File: config.mk
export PLATFORM = sky130hd
export DESIGN_NAME = pipe_stage_hs
export DESIGN_NICKNAME = d
export VERILOG_FILES = /design/src/rtl/pipe_pkg.sv /design/src/rtl/pipe_stall_counter.sv /design/src/rtl/pipe_stage_hs.sv
export SDC_FILE = /design/constraint.sdc
export NUM_CORES = 1
export LEC_CHECK = 0
export BUFFER_PORTS_ARGS = -buffer_cell sky130_fd_sc_hd__buf_4
export CAP_MARGIN = 20
export CORE_ASPECT_RATIO = 0.75
export CORE_MARGIN = 1
export CORE_UTILIZATION = 27
export CTS_BUF_LIST = sky130_fd_sc_hd__clkbuf_4 sky130_fd_sc_hd__clkbuf_8 sky130_fd_sc_hd__clkbuf_16
export DETAILED_ROUTE_END_ITERATION = 7
export PLACE_DENSITY = 0.58
export SLEW_MARGIN = 20
export SYNTH_ARGS = -nofsm -noshare
export SYNTH_HDL_FRONTEND = slang
export SYNTH_HIERARCHICAL = 1
export SYNTH_SLANG_ARGS = --single-unit
File: constraint.sdc
create_clock -name clk -period 1.73 [get_ports clk]
set_clock_uncertainty 0.15 [all_clocks]
set_input_delay 0.173 -clock clk [delete_from_list [all_inputs] [get_ports clk]]
set_output_delay 0.173 -clock clk [all_outputs]
set_load 0.005 [all_outputs]
File: src/rtl/pipe_pkg.sv
// Shared definitions for handshaked pipeline stage registers.
package pipe_pkg;

  // Stage occupancy states; encoding equals the number of entries held.
  typedef enum logic [1:0] {
    PIPE_EMPTY = 2'd0,
    PIPE_BUSY  = 2'd1,
    PIPE_FULL  = 2'd2
  } pipe_state_e;

  // Exception code meaning "no exception".
  localparam int unsigned EXC_NONE  = 0;

  // Width of the RegsWrType register-write enable vector.
  localparam int unsigned REGS_WR_W = 3;

  // Number of entries held in a given state.
  function automatic logic [1:0] state_occupancy(input pipe_state_e s);
    logic [1:0] occ;
    occ = 2'd0;
    case (s)
      PIPE_EMPTY: occ = 2'd0;
      PIPE_BUSY:  occ = 2'd1;
      PIPE_FULL:  occ = 2'd2;
      default:    occ = 2'd0;
    endcase
    return occ;
  endfunction

endpackage

File: src/rtl/pipe_stall_counter.sv
// Saturating up-counter with enable; counts back-pressure cycles.
module pipe_stall_counter #(
  parameter int unsigned CNT_W = 16
) (
  input  logic             clk_i,
  input  logic             rst_ni,
  input  logic             en_i,
  output logic [CNT_W-1:0] cnt_o
);

  logic [CNT_W-1:0] cnt_q, cnt_d;

  // Increment while enabled, sticking at all-ones.
  always_comb begin
    cnt_d = cnt_q;
    if (en_i && (cnt_q != '1)) begin
      cnt_d = cnt_q + CNT_W'(1);
    end
  end

  // Counter register, cleared only by reset.
  always_ff @(posedge clk_i or negedge rst_ni) begin
    if (!rst_ni) begin
      cnt_q <= '0;
    end else begin
      cnt_q <= cnt_d;
    end
  end

  assign cnt_o = cnt_q;

endmodule

File: src/rtl/pipe_stage_hs.sv
// Handshaked pipeline stage register with flush, exception write-kill and
// stall counter. Define PIPE_SKID_BUFFER_EN for the two-entry skid-buffer
// variant with registered in_ready; otherwise a single entry is held.
module pipe_stage_hs
  import pipe_pkg::*;
#(
  parameter int unsigned PAYLOAD_W = 128,
  parameter int unsigned EXC_W     = 5,
  parameter int unsigned WREN_W    = REGS_WR_W,
  parameter int unsigned CNT_W     = 16
) (
  input  logic                 clk,
  input  logic                 rst,
  input  logic                 flush,
  input  logic                 in_valid,
  output logic                 in_ready,
  input  logic [PAYLOAD_W-1:0] in_payload,
  input  logic [EXC_W-1:0]     in_exc,
  input  logic [WREN_W-1:0]    in_wren,
  output logic                 out_valid,
  input  logic                 out_ready,
  output logic [PAYLOAD_W-1:0] out_payload,
  output logic [EXC_W-1:0]     out_exc,
  output logic [WREN_W-1:0]    out_wren,
  output logic [1:0]           occupancy,
  output logic [CNT_W-1:0]     stall_cnt
);

  pipe_state_e          state_q, state_d;
  logic [PAYLOAD_W-1:0] main_pl_q, main_pl_d;
  logic [EXC_W-1:0]     main_exc_q, main_exc_d;
  logic [WREN_W-1:0]    main_wren_q, main_wren_d;

  logic                 in_xfer;
  logic                 out_xfer;
  logic [WREN_W-1:0]    cap_wren;

  assign out_valid   = (state_q != PIPE_EMPTY);
  assign out_xfer    = out_valid && out_ready;
  assign in_xfer     = in_valid && in_ready && !flush;
  assign cap_wren    = (in_exc != EXC_W'(EXC_NONE)) ? '0 : in_wren;
  assign out_payload = main_pl_q;
  assign out_exc     = main_exc_q;
  assign out_wren    = main_wren_q;
  assign occupancy   = state_occupancy(state_q);

`ifdef PIPE_SKID_BUFFER_EN
  logic [PAYLOAD_W-1:0] skid_pl_q, skid_pl_d;
  logic [EXC_W-1:0]     skid_exc_q, skid_exc_d;
  logic [WREN_W-1:0]    skid_wren_q, skid_wren_d;
  logic                 in_ready_q;

  // Registered ready; reset value 1 is masked while rst is held low.
  assign in_ready = in_ready_q && rst;

  // Next-state and entry movement for the two-entry skid buffer.
  always_comb begin
    state_d     = state_q;
    main_pl_d   = main_pl_q;
    main_exc_d  = main_exc_q;
    main_wren_d = main_wren_q;
    skid_pl_d   = skid_pl_q;
    skid_exc_d  = skid_exc_q;
    skid_wren_d = skid_wren_q;
    if (flush) begin
      state_d     = PIPE_EMPTY;
      main_pl_d   = '0;
      main_exc_d  = '0;
      main_wren_d = '0;
      skid_pl_d   = '0;
      skid_exc_d  = '0;
      skid_wren_d = '0;
    end else begin
      case (state_q)
        PIPE_EMPTY: begin
          if (in_xfer) begin
            main_pl_d   = in_payload;
            main_exc_d  = in_exc;
            main_wren_d = cap_wren;
            state_d     = PIPE_BUSY;
          end
        end
        PIPE_BUSY: begin
          if (in_xfer && out_xfer) begin
            main_pl_d   = in_payload;
            main_exc_d  = in_exc;
            main_wren_d = cap_wren;
          end else if (in_xfer) begin
            skid_pl_d   = in_payload;
            skid_exc_d  = in_exc;
            skid_wren_d = cap_wren;
            state_d     = PIPE_FULL;
          end else if (out_xfer) begin
            state_d = PIPE_EMPTY;
          end
        end
        PIPE_FULL: begin
          if (out_xfer) begin
            main_pl_d   = skid_pl_q;
            main_exc_d  = skid_exc_q;
            main_wren_d = skid_wren_q;
            state_d     = PIPE_BUSY;
          end
        end
        default: state_d = PIPE_EMPTY;
      endcase
    end
  end

  // State, entry and ready registers.
  always_ff @(posedge clk or negedge rst) begin
    if (!rst) begin
      state_q     <= PIPE_EMPTY;
      main_pl_q   <= '0;
      main_exc_q  <= '0;
      main_wren_q <= '0;
      skid_pl_q   <= '0;
      skid_exc_q  <= '0;
      skid_wren_q <= '0;
      in_ready_q  <= 1'b1;
    end else begin
      state_q     <= state_d;
      main_pl_q   <= main_pl_d;
      main_exc_q  <= main_exc_d;
      main_wren_q <= main_wren_d;
      skid_pl_q   <= skid_pl_d;
      skid_exc_q  <= skid_exc_d;
      skid_wren_q <= skid_wren_d;
      in_ready_q  <= (state_d != PIPE_FULL);
    end
  end
`else
  // Single entry: accept when empty or when the held entry leaves this cycle.
  assign in_ready = rst && (!out_valid || out_ready);

  // Next-state and capture for the single-entry stage.
  always_comb begin
    state_d     = state_q;
    main_pl_d   = main_pl_q;
    main_exc_d  = main_exc_q;
    main_wren_d = main_wren_q;
    if (flush) begin
      state_d     = PIPE_EMPTY;
      main_pl_d   = '0;
      main_exc_d  = '0;
      main_wren_d = '0;
    end else begin
      case (state_q)
        PIPE_EMPTY: begin
          if (in_xfer) begin
            main_pl_d   = in_payload;
            main_exc_d  = in_exc;
            main_wren_d = cap_wren;
            state_d     = PIPE_BUSY;
          end
        end
        PIPE_BUSY: begin
          if (in_xfer) begin
            main_pl_d   = in_payload;
            main_exc_d  = in_exc;
            main_wren_d = cap_wren;
          end else if (out_xfer) begin
            state_d = PIPE_EMPTY;
          end
        end
        default: state_d = PIPE_EMPTY;
      endcase
    end
  end

  // State and entry registers.
  always_ff @(posedge clk or negedge rst) begin
    if (!rst) begin
      state_q     <= PIPE_EMPTY;
      main_pl_q   <= '0;
      main_exc_q  <= '0;
      main_wren_q <= '0;
    end else begin
      state_q     <= state_d;
      main_pl_q   <= main_pl_d;
      main_exc_q  <= main_exc_d;
      main_wren_q <= main_wren_d;
    end
  end
`endif

  pipe_stall_counter #(
    .CNT_W(CNT_W)
  ) u_stall_cnt (
    .clk_i (clk),
    .rst_ni(rst),
    .en_i  (out_valid && !out_ready),
    .cnt_o (stall_cnt)
  );

endmodule

==> flow_summary_export.csv, run 1 <==
group,metric,value,unit
place,dpl.hpwl,11.5,mm
floorplanning,num_rows,46,
yosys,yosysTopAreaCellShare,0.660,
timing,layout_setup_ws,0.0468,ns
floorplanning,start_util,0.275,
yosys,synth_area_leader_cell,"dfrtp_1",
global_route,track_usage,0.164,
yosys,ys_types,36,
global_route,grt_pass1_wl,28.3,mm
detailed_routing,vias_per_cell,4.63,
yosys,synth_nets,537,
clock_tree,cts_tree,"built",
timing,maxSlewViolCount,0,
floorplanning,die_area,22100,sq um
clock_tree,clock_sinks,153,
timing,period_share,0.973,
detailed_routing,drc,0,
power_and_ir_drop,power.leakage,0.00533,uW
worst_setup_path,cp_slowest_cell,"dfrtp_1",
timing,setup_viol,0,
floorplanning,core_area,21100,sq um
worst_setup_path,critPathKind,"reg -> reg",
global_route,grt-ovfl-total,0,
cells_and_area,layout-drive-gt1-share,0.440,
timing,finalHoldWorstSlack,0.0286,ns
timing,relSlewSlack,0.629,
worst_setup_path,cp_slowest_stage_delay,0.42,ns
power_and_ir_drop,peakVddDrop,0.000463,V
cells_and_area,final_nets,990,
floorplanning,ios,297,
yosys,yosys_warnings,6,
yosys,postSynthCellCount,395,
yosys,seq_area_frac_synth,0.660,
detailed_routing,routed_wl,19.3,mm
place,place_ws,0.00208,ns
status,run_status,"finished clean",
power_and_ir_drop,totalPowerFinal,8970,uW
place,io_buffer_count,295,
timing,fin_crit,1.68,ns
detailed_routing,vias,5325,
clock_tree,numCtsBuffers,17,
worst_setup_path,crit_path_max_fanout,74,
worst_setup_path,arrival,1.87,ns
clock_tree,htreeDepth,4,
place,place.gp.congestion,0.786,
clock_tree,clkTransAtPathRegs,0.06,ns
yosys,synth_area,5800,sq um
worst_setup_path,cp-end-kind,"register",
clock_tree,clk_path_buf_depth,2,
timing,tightest_slew,0.557,ns
flow_run,cap_violations,0,
detailed_routing,drt_iter0_markers,308,
worst_setup_path,crit_family,"buffers and inverters",
detailed_routing,antenna_left,0,
global_route,first_global_vias,5413,
yosys,post_synth_main_area_contributors,"dfrtp_1, a22o_1, buf_2",
clock_tree,clockRootBuffer,"clkbuf_16",
worst_setup_path,crit_path_start_kind,"register",
detailed_routing,post_drt_wl_per_cell,16.8,um
floorplanning,chipWidth,171,um
global_route,grt_max_degree,85,
cells_and_area,areaGrowthSynthToFinish,81.5,%
floorplanning,fp.dieH,129,um
global_route,grt_antenna_before_repair,0,
yosys,synth_seq_cells,153,
worst_setup_path,worstPathRequired,1.92,ns
hold_path,hold_class,"in -> reg",
power_and_ir_drop,power.density,851,nW/um^2
clock_tree,insertion_delay,0.42,ns
timing,hold_viol_final,0,
yosys,avgSynthCellArea,14.7,sq um
worst_setup_path,path_cells,"nand2b_4, buf_4, a31oi_4, buf_12, a22o_1",
timing,fmax,594,MHz
worst_setup_path,crit_buf_inv,2,
cells_and_area,antenna_cells,0,
detailed_routing,drt_pass1_iterations,4,
==> flip-flops by register name (all words and copies together) (netlist names) <==
register and count:
out_payload 128, out_wren 3, state_q 1, out_exc 5, u_stall_cnt/cnt_o 16
==> kinds of logic after synthesis <==
kind of cell    synth area share
flops                      0.660
mux                      0.00518
simple gates              0.0578
xor+xnor                  0.0106
fa+ha+maj                0.00216
compound gates             0.225
other cells             0.000646
buf+inv                   0.0388
==> metrics by stage <==
stage / utilization / area, sq um / setup TNS [ns] / std cells
global route: 0.499 / 10500 / -0.00333 / 1149
floorplan: - / 5800 / 0 / 395
finish: 0.499 / 10500 / 0 / 1149
CTS: 0.493 / 10400 / -0.0113 / 1143
global placement: 0.399 / 8420 / 0 / 969
detailed placement: 0.399 / 8420 / 0 / 969
==> where the power goes <==
group / switching [uW] / total (uW) / leakage [uW] / internal [uW]
Clock: 1610 / 3550 / 0.000277 / 1940
Sequential: 146 / 3920 / 0.00208 / 3770
Combinational: 579 / 1510 / 0.00297 / 927
Total: 2340 / 8970 / 0.00533 / 6630
==> layer usage <==
layer,routed length (um),GRT usage,vias to the layer above
met5,0,0,-
met4,401,0.0646,0
met3,1260,0.0483,32
met2,9460,0.275,219
met1,8150,0.199,2635
li1,-,-,2439
==> synthesized netlist by cell type, drive strengths merged <==
cell type    n
dfrtp      153
a22o       136
buf         32
nand4       10
nand3        9
nor2         7
and3         6
xnor2        5
a21oi        4
nand2        4
a31oi        3
nor3         3
o21a         3
a41oi        2
and4         2
mux2         2
nand2b       2
nor4         2
xor2         2
a32oi        1
and2         1
clkbuf       1
conb         1
ha           1
inv          1
o21ai        1
o31ai        1
==> cell usage in the layout, fill, tap and decap left out, types with 3 or more instances in the layout <==
cell,count
a21oi_1,4
a22o_1,136
and3_1,5
buf_12,4
buf_4,315
clkbuf_16,19
clkinv_4,4
dfrtp_1,150
dfrtp_2,3
dlygate4sd3_1,142
inv_6,7
nand2_1,3
nand3_1,5
nand4_1,9
nor2_1,6
o21a_1,3
xnor2_1,5
==> layout make-up <==
type / count / area [sq um]
clock buffers: 18 / 439
flip-flops and latches: 153 / 3830
fillers: 1759 / 10600
clock inverters: 14 / 126
repair buffers: 467 / 3980
well taps: 288 / 360
inverters: 1 / 6.26
multi-input cells: 208 / 1790
==> worst reg2reg max path, stage by stage (launching register included) <==
cell and delay (ns):
dfrtp_1 0.42, nand2b_4 0.08, buf_4 0.15, a31oi_4 0.20, buf_12 0.32, a22o_1 0.30
==> what timing repair did <==
item                                    in CTS  in global routing
hold endpoints to repair                   247                 25
cloned                                       0                  2
setup buffers                                0                  3
hold buffers                               142                  1
endpoints found under the setup margin       1                 69
resized for setup                            0                 12
pin swaps                                    0                  4
==> worst paths after layout <==
path	startpoint	cells past startpoint	end	slack, ns
max in group asynchronous	rst	4	out_payload[87]	0.63
min	out_ready	5	u_stall_cnt/cnt_o[0]	0.03
min in group asynchronous	rst	3	u_stall_cnt/cnt_o[0]	0.28
max reg2reg	state_q[0]	5	out_payload[103]	0.05
max	state_q[0]	5	out_payload[103]	0.05
min reg2reg	out_payload[89]	1	out_payload[89]	0.35
No activity file was read; power rests on OpenSTA's default activity.
==> run 2: changes to the inputs <==
--- a/config.mk
+++ b/config.mk
@@ -11,10 +11,10 @@
 export CORE_MARGIN = 1
 export CORE_UTILIZATION = 27
 export CTS_BUF_LIST = sky130_fd_sc_hd__clkbuf_4 sky130_fd_sc_hd__clkbuf_8 sky130_fd_sc_hd__clkbuf_16
+export CTS_CLUSTER_SIZE = 40
 export DETAILED_ROUTE_END_ITERATION = 7
-export PLACE_DENSITY = 0.58
+export PLACE_DENSITY = 0.59
 export SLEW_MARGIN = 20
 export SYNTH_ARGS = -nofsm -noshare
 export SYNTH_HDL_FRONTEND = slang
-export SYNTH_HIERARCHICAL = 1
 export SYNTH_SLANG_ARGS = --single-unit
==> run 2 against run 1 <==
  * The run now ends with negative hold slack left
  * Critical path depth is 1 higher
  * Non-clock buffer count is 2 higher
  * Cell count is 1.2% lower
  * Power is 1.0% higher
  * Area after synthesis is 3.2% lower
  * Design area is 0.87% lower
  * Combinational power is 5% lower
  * Register-to-register slack worse by 0.04 ns
==> flow_summary_export.csv, run 2 <==
group,metric,value,unit
floorplanning,start_util,0.276,
timing,setup_viol,0,
detailed_routing,drc,0,
clock_tree,cts_tree,"built",
yosys,synth_edf_count,0,
yosys,post_synth_main_area_contributors,"dfrtp_1, a22o_1, buf_2",
clock_tree,hold_buffers,138,
timing,hold_viol_final,153,
power_and_ir_drop,peakVddDrop,0.000586,V
detailed_routing,vias_per_cell,4.56,
clock_tree,numCtsBuffers,17,
yosys,yosysTopAreaCellShare,0.682,
cells_and_area,final_nets,982,
global_route,track_usage,0.176,
detailed_routing,drt_pass1_iterations,4,
clock_tree,clockRootBuffer,"clkbuf_16",
yosys,postSynthCellCount,383,
timing,tightest_slew,0.959,ns
hold_path,hold_class,"in -> async",
worst_setup_path,startpoint,"u_stall_cnt.cnt_o[0]",
cells_and_area,mostFrequentLayoutCells,"buf_4, dfrtp_1, dlygate4sd3_1",
floorplanning,core_area,20300,sq um
power_and_ir_drop,power.density,868,nW/um^2
cells_and_area,antenna_cells,0,
worst_setup_path,arrival,1.85,ns
yosys,synth-async-reset-ratio,1.00,
worst_setup_path,critPathKind,"reg -> reg",
global_route,grt_antenna_before_repair,0,
place,dp.cells,964,
yosys,synth_seq_cells,153,
yosys,ys_types,30,
cells_and_area,fillers,1654,
yosys,avgSynthCellArea,14.7,sq um
worst_setup_path,reg2regPathDepth,6,
timing,rsz0062_at_grt,"yes",
detailed_routing,drt_iter0_markers,223,
worst_setup_path,crit_path_start_kind,"register",
worst_setup_path,worstPathRequired,1.86,ns
cells_and_area,fin_cells,1135,
worst_setup_path,crit_path_max_fanout,6,
yosys,ys.flop_type,"dfrtp_1",
detailed_routing,routed_wl,18.6,mm
worst_setup_path,r2r-start,"u_stall_cnt.cnt_o[0]",
power_and_ir_drop,power.leakage,0.00531,uW
worst_setup_path,r2r_setup_slack,0.01,ns
place,io_buffer_count,295,
flow_run,cap_violations,0,
clock_tree,insertion_delay,0.41,ns
floorplanning,ios,297,
yosys,synth_area,5610,sq um
clock_tree,htreeDepth,4,
floorplanning,die_area,21400,sq um
global_route,first_global_vias,5438,
yosys,synth_nets,525,
yosys,yosys_warnings,0,
yosys,post-synth-top-count-cell,"dfrtp_1",
place,place.gp.congestion,0.808,
cells_and_area,final_common_cell,"buf_4",
global_route,grt_pass1_wl,29.2,mm
floorplanning,num_rows,45,
timing,finalHoldWorstSlack,-0.373,ns
yosys,ys_top_cells_by_count,"dfrtp_1, a22o_1, buf_2, clkbuf_1, nand2_1",
timing,fin_crit,1.72,ns
worst_setup_path,cp-end-kind,"register",
worst_setup_path,r2r_end,"u_stall_cnt.cnt_o[14]",
detailed_routing,antenna_left,0,
clock_tree,clock_sinks,153,
detailed_routing,vias,5181,
timing,relSlewSlack,0.361,
clock_tree,clkTransAtPathRegs,0.06,ns
detailed_routing,post_drt_wl_per_cell,16.4,um
status,run_status,"complete, but fails checks",
yosys,synth_area_leader_cell,"dfrtp_1",
yosys,seq_area_frac_synth,0.682,
place,dpl.hpwl,11.5,mm
clock_tree,clk_path_buf_depth,2,
global_route,grt_max_degree,155,
cells_and_area,areaGrowthSynthToFinish,86.0,%
timing,maxSlewViolCount,0,
timing,period_share,0.994,
status,violations,"negative hold slack",
cells_and_area,largest_reg_flops,128,
global_route,grt-ovfl-total,0,
floorplanning,chipWidth,169,um
floorplanning,fp.dieH,127,um
cells_and_area,layout-drive-gt1-share,0.443,
timing,fmax,582,MHz
run 2: cell types whose count changed after synthesis, moves of 4 or more:
cell      delta
and3_1       -4
buf_2        -4
buf_4        -6
buf_6        -6
clkbuf_1    +13
nand2_1      +7
xor2_1       +6
run 2: per-layer routing:
layer	vias up	wire, um	track usage	part of all wire
met5	-	0	0	0
met4	0	379	0.0668	0.020
met3	31	948	0.0443	0.051
met2	209	9420	0.297	0.51
met1	2560	7870	0.216	0.42
li1	2381	-	-	-
run 2: worst max-delay path, stage by stage, from the launching register on:
cell and delay [ns]:
dfrtp_1 0.39, ha_4 0.16, nand4_1 0.16, o41ai_4 0.31
buf_4 0.21, nor4_2 0.06, xor2_1 0.15
run 2: what timing repair did:
action / 4_1_cts / 5_1_grt
buffers inserted: 0 / 1
cloned: 0 / 0
resized for setup: 1 / 7
endpoints found under the setup margin: 1 / 14
hold endpoints to repair: 290 / 153
pin swaps: 1 / 2
run 2: cell type report:
class                   count  area (sq um)  area share
multi-input cells         199          1690       0.162
clock inverters            13           145      0.0139
well taps                 282           353      0.0338
clock buffers              19           440      0.0422
flip-flops and latches    153          3830       0.367
repair buffers            469          3980       0.381
run 2: report_power, final:
part,total [uW],switching (uW),internal [uW]
Clock,3700,1530,2170
Sequential,3920,149,3770
Combinational,1440,538,899
Total,9060,2210,6840
run 2: cells by family (layout without fill, tap and decap cells):
kind of cell / Yosys count / in the layout / share of synthesized area
DFF: 153 / 153 / 0.682
and+or+nand+nor: 42 / 42 / 0.0437
xor gates and xnor gates: 15 / 15 / 0.0234
adders and majority gates: 1 / 1 / 0.00223
other: 1 / 1 / 0.000668
buffers and inverters: 31 / 501 / 0.0252
AOI/OAI and AO/OA: 140 / 140 / 0.223
run 2: worst max-delay path by stage:
| stage | endpoint | slack [ns] | depth (start not counted) |
|---|---|---|---|
| global placement | u_stall_cnt.cnt_o[14] | 0.03 | 5 |
| CTS | u_stall_cnt.cnt_o[14] | -0.009 | 5 |
| floorplan | u_stall_cnt.cnt_o[14] | 0.03 | 5 |
| detailed placement | u_stall_cnt.cnt_o[10] | 0.002 | 5 |
| global route | u_stall_cnt.cnt_o[4] | -0.07 | 4 |
| finish | u_stall_cnt.cnt_o[14] | 0.01 | 6 |
run 2: per-stage QoR:
| stage | util | worst slack, ns | total power [uW] | setup TNS, ns | area, sq um |
|---|---|---|---|---|---|
| finish | 0.514 | 0.0105 | 9060 | 0 | 10400 |
| global route | 0.514 | -0.0730 | 9480 | -0.444 | 10400 |
| detailed placement | 0.414 | 0.00204 | 5120 | 0 | 8420 |
| global placement | 0.414 | 0.0348 | 5100 | 0 | 8420 |
| CTS | 0.511 | -0.00899 | 9130 | -0.00899 | 10400 |
| floorplan | - | 0.0346 | 4280 | 0 | 5610 |
==> run 3: changes to the inputs <==
--- a/config.mk
+++ b/config.mk
@@ -13,8 +13,9 @@
 export CTS_BUF_LIST = sky130_fd_sc_hd__clkbuf_4 sky130_fd_sc_hd__clkbuf_8 sky130_fd_sc_hd__clkbuf_16
 export CTS_CLUSTER_SIZE = 40
 export DETAILED_ROUTE_END_ITERATION = 7
-export PLACE_DENSITY = 0.59
+export PLACE_DENSITY = 0.63
 export SLEW_MARGIN = 20
 export SYNTH_ARGS = -nofsm -noshare
 export SYNTH_HDL_FRONTEND = slang
 export SYNTH_SLANG_ARGS = --single-unit
+export TNS_END_PERCENT = 5
==> run 3 against run 2 <==
  * The flow finishes with violations (negative setup slack)
  * Wire length increased by 2.2%
  * Power decreased by 0.42%
  * Clock-buffer cell count unchanged
  * Combinational power about the same
  * Cell count increased by 0.79%
  * Design area increased by 1.1%
  * Core utilization increased by 0.56 points
  * Critical endpoint is now u_stall_cnt.cnt_o[10]
  * Largest cell class unchanged
==> flow_summary_export.csv, run 3 (synthesis gave the netlist of run 2 again) <==
group,metric,value,unit
timing,finalHoldWorstSlack,0.0616,ns
detailed_routing,vias_per_cell,4.48,
worst_setup_path,critPathKind,"reg -> reg",
power_and_ir_drop,totalPowerFinal,9020,uW
global_route,grt_antenna_before_repair,0,
clock_tree,htreeDepth,4,
timing,rsz0062_at_grt,"yes",
floorplanning,num_rows,45,
floorplanning,chipWidth,169,um
cells_and_area,largest_reg_flops,128,
clock_tree,clockRootBuffer,"clkbuf_16",
status,violations,"negative setup slack",
timing,tightest_slew,0.931,ns
global_route,grt-ovfl-total,0,
detailed_routing,drt_iter0_markers,225,
place,io_buffer_count,295,
cells_and_area,final_nets,991,
worst_setup_path,arrival,1.92,ns
detailed_routing,vias,5120,
cells_and_area,antenna_cells,0,
floorplanning,die_area,21400,sq um
worst_setup_path,path_cells,"ha_1, buf_4, and4_1, nand2_2, nor4_2, xor2_1",
cells_and_area,layout-drive-gt1-share,0.447,
global_route,track_usage,0.172,
global_route,grt_max_degree,154,
timing,fmax,576,MHz
cells_and_area,areaGrowthSynthToFinish,88.0,%
floorplanning,fp.dieH,127,um
timing,fin_crit,1.74,ns
worst_setup_path,crit_path_start_kind,"register",
timing,hold_viol_final,0,
clock_tree,cts_tree,"built",
worst_setup_path,cp_slowest_stage_delay,0.36,ns
clock_tree,clk_path_buf_depth,2,
cells_and_area,final_common_cell,"buf_4",
timing,setup_viol,1,
detailed_routing,drc,0,
clock_tree,clock_sinks,153,
global_route,grt_pass1_wl,28.5,mm
global_route,first_global_vias,5226,
cells_and_area,mostFrequentLayoutCells,"buf_4, dfrtp_1, dlygate4sd3_1",
detailed_routing,post_drt_wl_per_cell,16.6,um
power_and_ir_drop,peakVddDrop,0.000723,V
clock_tree,insertion_delay,0.42,ns
timing,setup-tns-final,-0.00501,ns
worst_setup_path,cp-end-kind,"register",
timing,layout_setup_ws,-0.00501,ns
cells_and_area,utilization,0.519,
cells_and_area,fillers,1668,
place,dpl.hpwl,11.1,mm
cells_and_area,multiInputGateArea,1670,sq um
worst_setup_path,crit_path_max_fanout,4,
floorplanning,core_area,20300,sq um
timing,period_share,1.00,
hold_path,hold_class,"in -> reg",
floorplanning,start_util,0.276,
floorplanning,ios,297,
worst_setup_path,cp_slowest_cell,"dfrtp_1",
clock_tree,numCtsBuffers,17,
power_and_ir_drop,power.leakage,0.00537,uW
status,run_status,"complete, but fails checks",
clock_tree,clkTransAtPathRegs,0.07,ns
timing,relSlewSlack,0.379,
timing,maxSlewViolCount,0,
cells_and_area,final-seq-area,3830,sq um
power_and_ir_drop,power.density,855,nW/um^2
detailed_routing,routed_wl,19.0,mm
flow_run,cap_violations,0,
detailed_routing,drt_pass1_iterations,4,
place,place.gp.congestion,0.733,
worst_setup_path,worstPathRequired,1.92,ns
detailed_routing,antenna_left,0,
-- run 3: changes by cell type in the layout (fill, tap and decap cells not counted), sizes merged --
cell,delta
buf,+6
clkinv,-3
inv,+4
dlygate4sd3,+1
bufinv,-1
clkbuf,+2
-- run 3: per-stage QoR --
step                      cell area [sq um]  worst slack, ns  instances
final                                 10600         -0.00501       1144
after global routing                  10600           -0.104       1144
after CTS                             10400         0.000294       1134
after detailed placement               8400          -0.0411        962
after global placement                 8400          0.00847        962
after floorplan                        5610         -0.00722        383
-- run 3: worst max-delay path: cells and delay by family (launching register included) --
kind / cells / cell delay [ns]
xor gates and xnor gates: 1 / 0.20
adders and majority gates: 1 / 0.17
buffers and inverters: 1 / 0.11
DFF: 1 / 0.36
and+or+nand+nor: 3 / 0.67
-- run 3: cell type report --
cell class | instances | share of cell area
clock buffers | 19 | 0.0423
repair buffers | 478 | 0.390
well taps | 282 | 0.0334
flip-flops and latches | 153 | 0.363
clock inverters | 13 | 0.0127
multi-input cells | 199 | 0.158
-- run 3: power by group --
group	total, uW	switching (uW)	internal, uW
Sequential	3900	136	3770
Clock	3670	1590	2080
Combinational	1440	538	904
Total	9020	2270	6750
-- run 3: final timing paths --
check / cells after the start / endpoint / slack, ns / from
max in group asynchronous: 3 / u_stall_cnt.cnt_o[9] / 0.38 / rst
worst max-delay path: 6 / u_stall_cnt.cnt_o[10] / -0.005 / u_stall_cnt.cnt_o[0]
min in group asynchronous: 3 / out_payload[5] / 0.27 / rst
worst min register to register: 1 / out_payload[87] / 0.35 / out_payload[87]
worst min-delay path: 4 / u_stall_cnt.cnt_o[12] / 0.06 / out_ready
worst max register to register: 6 / u_stall_cnt.cnt_o[10] / -0.005 / u_stall_cnt.cnt_o[0]
-- run 3: repair_timing --
item	in CTS	in global routing
cloned	0	2
buffers inserted	1	8
endpoints found under the setup margin	6	114
resized for setup	0	7
hold buffers	139	0
pin swaps	3	13
endpoints found under the hold margin	290	0
-- run 3: metal layers --
layer | wire length (um) | up-vias | GRT usage
met5 | 0 | - | 0
met1 | 8270 | 2506 | 0.215
met4 | 418 | 0 | 0.0733
li1 | - | 2401 | -
met3 | 1030 | 27 | 0.0440
met2 | 9330 | 186 | 0.282
